`config.mk`:
```
export PLATFORM = sky130hd
export DESIGN_NAME = insn_loader
export DESIGN_NICKNAME = d
export VERILOG_FILES = /design/src/rtl/loader_pkg.sv /design/src/rtl/byte_packer.sv /design/src/rtl/insn_loader.sv
export SDC_FILE = /design/constraint.sdc
export NUM_CORES = 1
export LEC_CHECK = 0
export ABC_AREA = 1
export BUFFER_PORTS_ARGS = -buffer_cell sky130_fd_sc_hd__buf_2
export CORE_MARGIN = 5
export CORE_UTILIZATION = 60
export DETAILED_ROUTE_END_ITERATION = 16
export HOLD_SLACK_MARGIN = 0.08
export PLACE_DENSITY_LB_ADDON = 0.05
export SLEW_MARGIN = 20
export SYNTH_ARGS = -nofsm -noshare
export SYNTH_HDL_FRONTEND = slang
export SYNTH_SLANG_ARGS = --single-unit
```
`constraint.sdc`:
```
create_clock -name clk -period 3.55 [get_ports clk]
set_input_delay 0 -clock clk [delete_from_list [all_inputs] [get_ports clk]]
set_output_delay 0 -clock clk [all_outputs]
set_load 0.1 [all_outputs]
```
`src/rtl/loader_pkg.sv`:
```
// Shared types and constants for the boot-time instruction loader.
package loader_pkg;

  typedef enum logic [2:0] {
    ST_IDLE,
    ST_LEN_LO,
    ST_LEN_HI,
    ST_DATA,
    ST_CSUM,
    ST_DONE,
    ST_ERR
  } loader_state_e;

  localparam logic [7:0] LOADER_HDR = 8'hA5;

  // Payload words arrive least-significant byte first.
  localparam bit LANE_LSB_FIRST = 1'b1;

endpackage

```
`src/rtl/byte_packer.sv`:
```
// Collects four stream bytes into one 32-bit word; word_done marks the cycle
// whose accepted byte completes the word (word is valid alongside it).
module byte_packer
  import loader_pkg::*;
(
  input  logic        clk,
  input  logic        reset,
  input  logic        clear,
  input  logic        byte_valid,
  input  logic [7:0]  byte_data,
  output logic [31:0] word,
  output logic        word_done
);

  logic [23:0] shreg;
  logic [1:0]  lane;

  always_ff @(posedge clk) begin
    if (reset || clear) begin
      shreg <= '0;
      lane  <= '0;
    end else if (byte_valid) begin
      lane  <= lane + 2'd1;
      shreg <= LANE_LSB_FIRST ? {byte_data, shreg[23:8]} : {shreg[15:0], byte_data};
    end
  end

  assign word_done = byte_valid && (lane == 2'd3);
  assign word      = LANE_LSB_FIRST ? {byte_data, shreg} : {shreg, byte_data};

endmodule

```
`src/rtl/insn_loader.sv`:
```
// Framed byte-stream loader for the RV32I instruction memory; releases the core
// only after a frame with a matching XOR checksum.
//
// state  | meaning
// IDLE   | hunting for header byte, discarding others
// LEN_LO | expecting word-count low byte
// LEN_HI | expecting word-count high byte, range-checks the count
// DATA   | receiving payload, writing each completed word
// CSUM   | expecting checksum byte
// DONE   | frame good, core released (terminal)
// ERR    | bad count or checksum (terminal)
module insn_loader
  import loader_pkg::*;
#(
  parameter int MEM_WORDS = 1024,
  parameter int ADDR_W    = 10
) (
  input  logic              clk,
  input  logic              reset,
  input  logic              s_valid,
  input  logic [7:0]        s_data,
  output logic              s_ready,
  output logic              mem_we,
  output logic [ADDR_W-1:0] mem_addr,
  output logic [31:0]       mem_wdata,
  output logic              core_run,
  output logic              busy,
  output logic              error,
  output logic [ADDR_W:0]   words_loaded
);

  loader_state_e state, next_state;

  logic [15:0] len;
  logic [15:0] len_full;
  logic [7:0]  csum;
  logic        accept;
  logic        len_bad;
  logic        last_word;
  logic [31:0] word;
  logic        word_done;

  assign accept    = s_valid && s_ready;
  assign len_full  = {s_data, len[7:0]};
  assign len_bad   = (len_full == 16'd0) || (int'(len_full) > MEM_WORDS);
  assign last_word = (32'(words_loaded) + 32'd1) == 32'(len);

  byte_packer u_packer (
    .clk        (clk),
    .reset      (reset),
    .clear      (state == ST_LEN_HI),
    .byte_valid (accept && (state == ST_DATA)),
    .byte_data  (s_data),
    .word       (word),
    .word_done  (word_done)
  );

  always_ff @(posedge clk) begin
    if (reset) state <= ST_IDLE;
    else       state <= next_state;
  end

  always_comb begin
    next_state = state;
    unique case (state)
      ST_IDLE:   if (accept && (s_data == LOADER_HDR)) next_state = ST_LEN_LO;
      ST_LEN_LO: if (accept) next_state = ST_LEN_HI;
      ST_LEN_HI: if (accept) next_state = len_bad ? ST_ERR : ST_DATA;
      ST_DATA:   if (word_done && last_word) next_state = ST_CSUM;
      ST_CSUM:   if (accept) next_state = (s_data == csum) ? ST_DONE : ST_ERR;
      ST_DONE:   next_state = ST_DONE;
      ST_ERR:    next_state = ST_ERR;
      default:   next_state = ST_IDLE;
    endcase
  end

  always_ff @(posedge clk) begin
    if (reset) begin
      len          <= '0;
      csum         <= '0;
      words_loaded <= '0;
      mem_we       <= 1'b0;
      mem_addr     <= '0;
      mem_wdata    <= '0;
    end else begin
      mem_we <= 1'b0;
      if (accept) begin
        unique case (state)
          ST_LEN_LO: len[7:0] <= s_data;
          ST_LEN_HI: begin
            len[15:8]    <= s_data;
            csum         <= '0;
            words_loaded <= '0;
          end
          ST_DATA:   csum <= csum ^ s_data;
          default:   ;
        endcase
      end
      // Words are committed as they complete, before the checksum is known.
      if (word_done) begin
        mem_we       <= 1'b1;
        mem_addr     <= words_loaded[ADDR_W-1:0];
        mem_wdata    <= word;
        words_loaded <= words_loaded + 1'b1;
      end
    end
  end

  assign s_ready  = (state != ST_DONE) && (state != ST_ERR);
  assign busy     = (state == ST_LEN_LO) || (state == ST_LEN_HI) ||
                    (state == ST_DATA)   || (state == ST_CSUM);
  assign core_run = (state == ST_DONE);
  assign error    = (state == ST_ERR);

endmodule

```
* After elaboration in Yosys (flattened, before gate mapping) *
Cells that the tools add are included.

cells by class
  bitwise operators = 1
  eq/ne operators = 17
  magnitude comparators = 1
  reductions and logical operators = 21
  add/subtract/negate cells = 3
  mux-type cells = 13

operators with widths
  operator                                              number
  two-way mux 11 bit                                    3
  case mux 3 bit (7 select lines)                       1
  two-way mux 3 bit                                     6
  == test 12 x 16 -> 1 bit                              1
  > comparator 16 x 11 -> 1 bit, second input constant  1
  logical NOT 16 bit                                    1
  case mux 8 bit (2 select lines)                       1
  adder 11 x 1 -> 12 bit, second input constant         1
  adder 11 x 1 -> 11 bit, second input constant         1
  != test 2 bit, second input constant                  5
  == test 3 bit, second input constant                  3
  == test 8 bit                                         1
  == test 8 bit, second input constant                  1
  AND reduction 2 bit                                   4
  XOR 8 bit                                             1
  == test 3 x 2 -> 1 bit, second input constant         2
  logical AND 1 bit                                     6
  != test 3 bit, second input constant                  2
  nonzero test 2 bit                                    3
  logical OR 1 bit                                      5
  AND reduction 5 bit                                   1
  == test 3 x 1 -> 1 bit, second input constant         1
  logical NOT 3 bit                                     1
  adder 2 x 1 -> 2 bit, second input constant           1
  other kinds (3)                                       3

word-level totals
  output and inout port bits = 58
  bits in registers = 107
  word-level logic and storage cells = 66
  input bits = 11

* Depth between registers and ports, before layout *
Gate-level depths: netlist (run 1).

  word-level depth = 8
  mapped depth = 16

* By module *
Synthesis (run 1) repeated with hierarchy kept, for this count alone.

second synthesis, totals
  cell total of the unflattened synthesis = 704
  area total of the unflattened synthesis = 4827.1 um^2

by module, submodules not included
  module       cells an instance  area an instance (um^2)  instances
  insn_loader  529                3664.8                   1
  byte_packer  175                1162.4                   1

* Worst setup path before layout (run 1) *
No wires, ideal clock.

  kind = register -> output
  start = register state[1]
  end = output port busy
  stages on the path, launching flop included = 3
  arrival = 2.613 ns
  data required time = 3.550 ns
  setup slack = 0.937 ns
  path buffers = 0
  path through = dfxtp_1 nand2_2 o21ai_0

on the way
  word-level cells in the longest chain between the ends = 4

ends and longest elaborated chain
  item                                                                     RTL line            RTL
  start, declared                                                          insn_loader.sv:32   loader_state_e state, next_state;
  start signal, assigned                                                   insn_loader.sv:60   else state <= next_state;
  == test 3 x 1 -> 1 bit / == test 3 x 2 -> 1 bit (equally long branches)  insn_loader.sv:110  assign busy = (state == ST_LEN_LO) || (state == ST_LEN_HI) ||
  logical OR 1 bit (2 in series)                                           insn_loader.sv:110
  logical OR 1 bit (*)                                                     insn_loader.sv:111  (state == ST_DATA) || (state == ST_CSUM);
  end, declared                                                            insn_loader.sv:27   output logic busy,

Every way passes the cells marked *; elsewhere a longest branch is shown, timed or not.

* Worst setup path after layout (run 1) *
  start = register words_loaded[0]
  end = register state[1]

on the way
  word-level cells in the longest chain between the ends = 5

ends and longest elaborated chain
  item                           RTL line            RTL
  start, declared                insn_loader.sv:29   output logic [ADDR_W:0] words_loaded
  start signal, assigned         insn_loader.sv:104  words_loaded <= words_loaded + 1'b1;
  adder 11 x 1 -> 12 bit         insn_loader.sv:46   assign last_word = (32'(words_loaded) + 32'd1) == 32'(len);
  == test 12 x 16 -> 1 bit       insn_loader.sv:46
  logical AND 1 bit              insn_loader.sv:69   ST_DATA: if (word_done && last_word) next_state = ST_CSUM;
  != test 2 bit (no line)        --
  AND reduction 5 bit (no line)  --

No other way between the ends.
A chain may end at the register's enable or synchronous reset.

==> flow_summary.toml, run 1 <==
[worst_hold_path]
min_path_cells = 4
min_path_type = "input port to register"

[place]
port_buffers = 68
dp_cells = 749
post_dp_cell_area_um2 = 4880
place_hpwl_um = 7680
place.gp.congestion = 0.894

[global_routing]
grt_pass1_vias = 3901
grt_usage = 0.256
grt_max_degree = 63
globalRouteOverflowTotal = 0
grt_antenna_before_repair = 0
grt_pass1_wl_um = 18500

[floorplanning]
rows = 31
die_w_um = 96.6
die-area_um2 = 9330
die_y_um = 96.6
ios = 69
initial_core_util = 0.617
core_um2 = 7290

[sta]
finalSetupTns_ns = 0
rsz0062_at_grt = "no"
worst_slew_pin_slew_ns = 0.719
final.setup_skew_ns = 0.0125
setup_viol = 0
relSlewSlack = 0.519
period_share = 0.595
slew_violations = 0
clock.fmax_mhz = 474
min_period_ns = 2.11
hold_viol = 0

[worst_setup_path]
ff2ff_setup_slack_ns = 1.44
cpMaxStageDelayCell = "dfxtp_1"
r2r_start = "words_loaded[0]"
reg2reg_to = "state[1]"
r2r_cells = 14
path_max_fanout = 7
startpoint = "words_loaded[0]"
cp.depth = 14
crit_required_ns = 3.81
worst-path-buf-inv = 1
arrival_ns = 2.37
endpoint_kind = "register"
worstSetupStartpointType = "register"
max_stage_delay_ns = 0.49
path_cells = "ha_1 > nand2_1 > clkinv_1 > nand2_1 > o21ai_1 > nand2_1 > nand2_1 > nand3_1 > nor2_1 > nand3_2 > nand2_2 > nand3_1 > nand2_1 > nor2_1"
critical_path.top_delay_family = "simple AND/OR/NAND/NOR gates"
crit_end = "state[1]"
critPathKind = "register to register"
crit_top_cell = "nand2_1"

[logic_synthesis]
yosysMostFrequentCell = "dfxtp_1"
syn_avg_cell_area_um2 = 7.44
synthCells = 605
synth_seq_cells = 107
syn-cell-area_um2 = 4500
synthTopCellsByCount = "107 x dfxtp_1, 100 x nand2_1, 78 x a21oi_1"
yosysTopAreaCell = "dfxtp_1"
synth_cell_types = 32
synth.area.top_cells = "dfxtp_1 48%, a21oi_1 8.7%, nand2_1 8.3%, nand3_1 6.1%, inv_1 5.7%"
synth_edf_count = 0
ys.flop_type = "dfxtp_1"
yosysSeqAreaShare = 0.476
synth.net_count = 618
ys_warn_count = 0
synth_top_cell_area_share = 0.476
synthArstFlopShare = 0

[clocking]
htreeDepth = 3
clk_pin_slew_ns = 0.10
clkSinkCount = 107
cts_root_buffer = "clkbuf_8"
cts_inserted_buffers = 9
cts_tree = "done"
clk_latency_ns = 0.37
cts_setup_buffers = 0
cts_buffer_depth = 2

[route]
drt_pass1_iterations = 6
drt_wl_total_um = 11300
routed-via-count = 4207
antenna_left = 0
wl_per_cell_um = 14.5
drc = 0
dr.first_iter.drc_count = 265
vias_per_cell = 5.44

[final_layout]
design_area_um2 = 5180
areaGrowthSynthToFinish_pct = 15.2
nets = 683
drive_gt1_frac = 0.157
instances_no_fill = 774
post-route-util = 0.711
insertedDiodeCount = 0

[run]
maxCapViolCount = 0

[power]
leakagePower_nw = 2.25
power.density_nw_per_um2 = 497
irDropWorstVdd_mv = 0.403

[status]
outcome = "finished, final reports clean"
==> report_power, final <==
group          switching (mW)  internal, mW
combinational           0.358         0.136
clock                   0.434         0.343
sequential             0.0461          1.26
==> area by class of cell <==
| cell class | count | area [um2] |
|---|---|---|
| Clock buffer | 10 | 128 |
| Inverter | 76 | 285 |
| Clock inverter | 6 | 83.8 |
| Multi-Input combinational cell | 396 | 1970 |
| Fill cell | 623 | 2110 |
| Timing Repair Buffer | 80 | 453 |
| Sequential cell | 107 | 2140 |
| Tap cell | 99 | 124 |
==> cell families after synthesis <==
kind of cell	share of synthesized area
and+or+nand+nor	0.220
DFF	0.476
adders and majority gates	0.00556
buffers and inverters	0.0868
xor gates and xnor gates	0.0175
AOI/OAI and AO/OA	0.194
==> sequential cells by signal, indices dropped and copies added, names as in the netlist <==
name            cells
mem_wdata          32
u_packer.shreg     24
len                16
words_loaded       11
mem_addr           10
csum                8
state               3
u_packer.lane       2
mem_we              1
==> stage by stage <==
stage / worst slack (ns) / hold WS [ns] / power, mW
after floorplan: 0.937 / 0.103 / 1.69
after global placement: 1.55 / 0.355 / 1.79
after detailed placement: 1.48 / 0.352 / 1.80
after CTS: 1.45 / 0.0962 / 2.58
after global routing: 1.23 / 0.108 / 2.71
final: 1.44 / 0.118 / 2.58
==> layer usage <==
metal	vias up	share of wire	global-route usage
li1	2123	-	-
met1	1896	0.45	0.341
met2	166	0.46	0.417
met3	22	0.072	0.0519
met4	0	0.018	0.0829
met5	-	0	0
==> timing repair <==
action / CTS / global route
hold buffers: 9 / 0
endpoints found under the hold margin: 42 / 0
gates resized for setup: 0 / 0
==> worst min-delay path by stage <==
stage,from,end,slack (ns)
4_1_cts,s_valid,len[11],0.1
6_report,s_valid,len[13],0.12
3_5_place_dp,s_data[4],mem_wdata[28],0.35
2_1_floorplan,s_data[2],mem_wdata[26],0.10
5_1_grt,s_valid,len[11],0.11
3_3_place_gp,s_data[4],mem_wdata[28],0.35
==> placed cells by master, fill, tap and decap left out, types with 9 or more instances in the layout <==
cell type / instances
nand3_1: 55
dfxtp_1: 107
o21ai_1: 33
clkbuf_8: 9
nor2_1: 35
inv_1: 68
dlygate4sd3_1: 9
a21oi_1: 78
buf_2: 68
o21ai_0: 50
nand2_1: 100
==> worst min-delay path: stages <==
cell and delay (ns):
buf_2 0.12, inv_1 0.09, nor2_2 0.10, a21oi_1 0.14
Power figures use the tool's default switching activity.
==> run 2: changes to the inputs <==
Settings changed: ABC_AREA 1 to 0, CORE_UTILIZATION 60 to 51.
Clock period 3.55 ns to 1.88 ns, I/O delays scaled along.
==> run 2 against run 1 <==
The flow now finishes with violations (negative setup slack); utilization decreased by 6.7 points; sequential share of layout area decreased by 2.9 points; global-route usage decreased by 4.0 points; wire length increased by 9.1%; die area increased by 19%; cell count increased by 3.4%; register-to-register slack got worse by 1.5 ns; critical path depth decreased by 6; critical path type unchanged; critical endpoint is now state[0]; largest cell class is now multi-input combinational cells.
==> flow_summary.toml, run 2 <==
[status]
outcome = "complete, but fails checks"
violations = "negative setup slack"

[sta]
rsz0062_at_grt = "yes"
clock.fmax_mhz = 520
finalSetupTns_ns = -0.0825
hold_viol = 0
min_period_ns = 1.92
slew_violations = 0
final.setup_skew_ns = 0.0152
relSlewSlack = 0.645
setup_viol = 2
layout_setup_ws_ns = -0.0423
worst_slew_pin_slew_ns = 0.532
hold_ws_ns = 0.200
period_share = 1.02

[place]
place.gp.congestion = 0.905
port_buffers = 68
place_hpwl_um = 8320
dp_cells = 765
post_dp_cell_area_um2 = 5230
pre_cts_slack_ns = -0.0180

[final_layout]
layout_commonest_cell = "nand2_1"
largest-register = "mem_wdata"
drive_gt1_frac = 0.233
reg_top3 = "mem_wdata (32), u_packer.shreg (24), len (16)"
largest_reg_flops = 32
post-route-util = 0.644
final_cell_mix = "182 x nand2_1, 95 x dfxtp_1, 93 x a21oi_1, 68 x buf_2, 36 x buf_4"
design_area_um2 = 5670
insertedDiodeCount = 0
instances_no_fill = 800
areaGrowthSynthToFinish_pct = 22.0
nets = 700
fillers = 818

[logic_synthesis]
synth_seq_cells = 107
synth.net_count = 623
synthTopCellsByCount = "184 x nand2_1, 107 x dfxtp_1, 94 x a21oi_1"
syn_avg_cell_area_um2 = 7.62
synth_cell_types = 51
yosysTopAreaCell = "dfxtp_1"
yosysSeqAreaShare = 0.461
syn-cell-area_um2 = 4650
synthArstFlopShare = 0
synth.area.top_cells = "dfxtp_1 46%, nand2_1 15%, a21oi_1 10%, clkbuf_1 3.0%, xnor2_1 2.8%"
synthCells = 610
ys.flop_type = "dfxtp_1"
synth_top_cell_area_share = 0.461
ys_warn_count = 0
synth_edf_count = 0
yosysMostFrequentCell = "nand2_1"

[worst_hold_path]
min_path_type = "input port to register"

[route]
drc = 0
drt_wl_total_um = 12300
antenna_left = 0
dr.first_iter.drc_count = 259
routed-via-count = 4423
vias_per_cell = 5.53
drt_pass1_iterations = 5
wl_per_cell_um = 15.4

[power]
irDropWorstVdd_mv = 0.373
leakagePower_nw = 2.13
power.density_nw_per_um2 = 667
finalPower_mw = 3.78

[global_routing]
grt_busiest_layer = "met2"
grt_max_degree = 50
grt.met2_usage = 0.329
met1_usage = 0.306
use_met3 = 0.0348
globalRouteOverflowTotal = 0
grt_pass1_wl_um = 19700
grt_pass1_vias = 3973
grt_antenna_before_repair = 0
grt_usage = 0.216

[floorplanning]
ios = 69
die-area_um2 = 11100
die_y_um = 105
rows = 34
initial_core_util = 0.528
die_w_um = 105
core_um2 = 8810

[clocking]
clkSinkCount = 107
clk_latency_ns = 0.37
htreeDepth = 3
cts_tree = "done"
cts_root_buffer = "clkbuf_8"
cts_inserted_buffers = 9
cts_buffer_depth = 2
clk_pin_slew_ns = 0.10

[worst_setup_path]
crit_required_ns = 2.15
cpMaxStageDelayCell = "dfxtp_4"
worstSetupStartpointType = "register"
path_cells = "buf_4 > nand3_4 > o21ai_0 > nand3_1 > a31oi_4 > nor4_4 > buf_4 > o41ai_2"
endpoint_kind = "register"
critPathKind = "register to register"
crit_top_cell = "buf_4"
max_stage_delay_ns = 0.39
path_max_fanout = 8
arrival_ns = 2.19

[run]
maxCapViolCount = 0
==> run 2: changes by cell type after synthesis, sizes merged, moves of 5 or more <==
cell    before  now
nand3       56   10
o21ai       84   21
nor2        42   32
clkbuf      20   37
a21oi       78   95
nor2b        0   11
nand2b       0    5
a22oi        1    7
nor4         0    9
inv         74    8
buf          6   12
nand2      104  184
xnor2        3   15
==> run 2: final cells by class <==
class | instances | area [um2] | area share
multi-input cells | 446 | 2390 | 0.422
flip-flops and latches | 107 | 2180 | 0.384
repair buffers | 115 | 732 | 0.129
clock buffers | 10 | 138 | 0.0243
well taps | 108 | 135 | 0.0238
clock inverters | 6 | 65.1 | 0.0115
inverters | 8 | 30.0 | 0.00529
==> run 2: logic make-up (layout without fill, tap and decap cells) <==
kind of cell / count (synthesis) / count (layout) / share of synthesized area
and+or+nand+nor: 280 / 280 / 0.270
adders and majority gates: 2 / 2 / 0.00538
xor gates and xnor gates: 18 / 18 / 0.0339
muxes: 1 / 1 / 0.00242
AOI/OAI and AO/OA: 145 / 145 / 0.177
buffers and inverters: 57 / 139 / 0.0503
DFF: 107 / 107 / 0.461
==> run 2: where the power goes <==
group          internal (mW)  switching [mW]  total, mW
Sequential              2.25        0.000166       2.25
Combinational         0.0460          0.0872      0.133
Clock                  0.558           0.840       1.40
Total                   2.86           0.928       3.78
==> run 2: per-layer routing <==
layer / vias up / share of wire
met1: 2066 / 0.46
met4: 0 / 0.026
met5: - / 0
met3: 23 / 0.049
li1: 2199 / -
met2: 135 / 0.47
==> run 2: final timing paths <==
check / start / end / slack (ns) / depth (start not counted)
max: words_loaded[1] / state[0] / -0.04 / 8
min: s_valid / state[2] / 0.20 / 4
max reg2reg: words_loaded[1] / state[0] / -0.04 / 8
min reg2reg: mem_addr[8] / mem_addr[8] / 0.46 / 2
==> run 2: worst max-delay path: cells and delay by family, from the launching register on <==
| family | cells | cell delay (ns) |
|---|---|---|
| AOI/OAI and AO/OA | 3 | 0.79 |
| and+or+nand+nor | 3 | 0.38 |
| buffers and inverters | 2 | 0.27 |
| DFF | 1 | 0.39 |
==> run 2: what timing repair did <==
action,4_1_cts,5_1_grt
endpoints found under the hold margin,31,0
pin swaps,7,7
hold buffers,9,0
cloned,0,0
setup buffers,9,1
endpoints found under the setup margin,2,6
resized for setup,3,14
==> run 3: changes to the inputs <==
==> constraint.sdc (replaced) <==
create_clock -name clk -period 1.88 [get_ports clk]
set_input_delay 0.47 -clock clk [delete_from_list [all_inputs] [get_ports clk]]
set_output_delay 0.47 -clock clk [all_outputs]
set_load 0.1 [all_outputs]
==> run 3 against run 2 <==
The run still ends with negative setup slack left; non-clock buffer count up 26; die area unchanged; combinational power about the same; clock-buffer cell count down 1; global-route usage up 0.34 points; critical path depth down 1; sequential share of layout area down 2.6 points; design area up 7.5%; cell count up 3.3%; wire length down 0.30%; flip-flop and latch count unchanged; critical endpoint is now state[2].
==> flow_summary.toml, run 3 (same netlist as run 2, synthesis figures left out) <==
[power]
leakagePower_nw = 2.35
power.density_nw_per_um2 = 645
finalPower_mw = 3.93
irDropWorstVdd_mv = 0.438

[final_layout]
reg_top3 = "mem_wdata (32), u_packer.shreg (24), len (16)"
nets = 726
post-route-util = 0.693
final_cell_mix = "181 x nand2_1, 93 x a21oi_1, 93 x dfxtp_1, 64 x buf_2, 64 x buf_4"
largest_reg_flops = 32
insertedDiodeCount = 0
largest-register = "mem_wdata"
drive_gt1_frac = 0.297
areaGrowthSynthToFinish_pct = 31.1
layout_commonest_cell = "nand2_1"
fillers = 726

[floorplanning]
die_y_um = 105
die-area_um2 = 11100
ios = 69
die_w_um = 105
rows = 34
core_um2 = 8810
initial_core_util = 0.528

[route]
drt_pass1_iterations = 5
met3_wirelength_um = 756
wl_met2_um = 5720
drt_wl_total_um = 12200
routed-via-count = 4485
top_layer = "met4"
wl_per_cell_um = 14.8
dr.first_iter.drc_count = 273
wl_met1_um = 5560
antenna_left = 0
drc = 0
vias_per_cell = 5.43

[worst_setup_path]
worstSetupStartpointType = "register"
path_max_fanout = 3
critPathKind = "register to register"
endpoint_kind = "register"
crit_required_ns = 2.20
arrival_ns = 2.23

[status]
outcome = "complete, but fails checks"
violations = "negative setup slack"

[place]
place_hpwl_um = 8520
port_buffers = 68
place.gp.congestion = 0.922

[global_routing]
grt_antenna_before_repair = 0
grt_pass1_wl_um = 20200
globalRouteOverflowTotal = 0
grt_usage = 0.220
grt_pass1_vias = 4143
grt_max_degree = 33

[run]
maxCapViolCount = 0

[sta]
layout_setup_ws_ns = -0.0310
worst_slew_pin_slew_ns = 0.498
final.setup_skew_ns = 0.0108
hold_viol = 0
slew_violations = 0
clock.fmax_mhz = 523
period_share = 1.02
relSlewSlack = 0.670
rsz0062_at_grt = "yes"
setup_viol = 2
min_period_ns = 1.91

[clocking]
clk_pin_slew_ns = 0.11
cts_root_buffer = "clkbuf_8"
ctsHoldBuffers = 0
cts_tree = "done"
cts_buffer_depth = 2
clk_latency_ns = 0.38
clkSinkCount = 107
htreeDepth = 3
cts_inserted_buffers = 9

[worst_hold_path]
min_path_type = "input port to register"
run 3: layout make-up:
class,instances,area [um2],area share
Inverter,8,37.5,0.00616
Clock buffer,9,124,0.0203
Sequential cell,107,2180,0.358
Tap cell,108,135,0.0222
Timing Repair Buffer,141,1010,0.166
Clock inverter,7,103,0.0168
Multi-Input combinational cell,446,2500,0.410
run 3: power breakdown:
group	switching, mW	total (mW)	internal [mW]
Sequential	0.000190	2.25	2.25
Combinational	0.0855	0.131	0.0459
Clock	0.880	1.55	0.671
Total	0.966	3.93	2.97
run 3: worst paths after layout:
check | to | depth (start not counted) | slack (ns) | start
max reg2reg | state[2] | 7 | -0.03 | state[2]
min reg2reg | mem_wdata[7] | 2 | 0.46 | mem_wdata[7]
max | state[2] | 7 | -0.03 | state[2]
min | mem_wdata[26] | 2 | 0.37 | reset
run 3: timing repair:
item                       4_1_cts  5_1_grt
setup endpoints to repair        6       13
buffers inserted                11        3
pin swaps                       12        9
resized for setup               29       16
hold endpoints to repair         0        0
run 3: through the flow:
stage               cells  hold slack, ns  area [um2]  TNS [ns]  worst slack (ns)
floorplan             610           0.432        4810    -0.481            -0.240
global placement      796           0.438        5560    -0.123            -0.119
detailed placement    796           0.444        5560    -0.173            -0.135
CTS                   823           0.350        6000   -0.0380           -0.0172
global route          826           0.378        6100    -0.341            -0.101
finish                826           0.368        6100   -0.0447           -0.0310
run 3: routing by layer:
metal,GRT usage,vias up
met4,0.0796,0
met1,0.300,2077
met3,0.0355,16
met2,0.352,143
met5,0,-
li1,-,2249
run 3: critical path, cell delays in order, from the launching register on:
cell     delay (ns)
dfxtp_2        0.36
buf_6          0.11
and4b_2        0.32
nand2_2        0.07
nor3_2         0.19
nand4_1        0.13
or4_4          0.56
a21oi_2        0.12
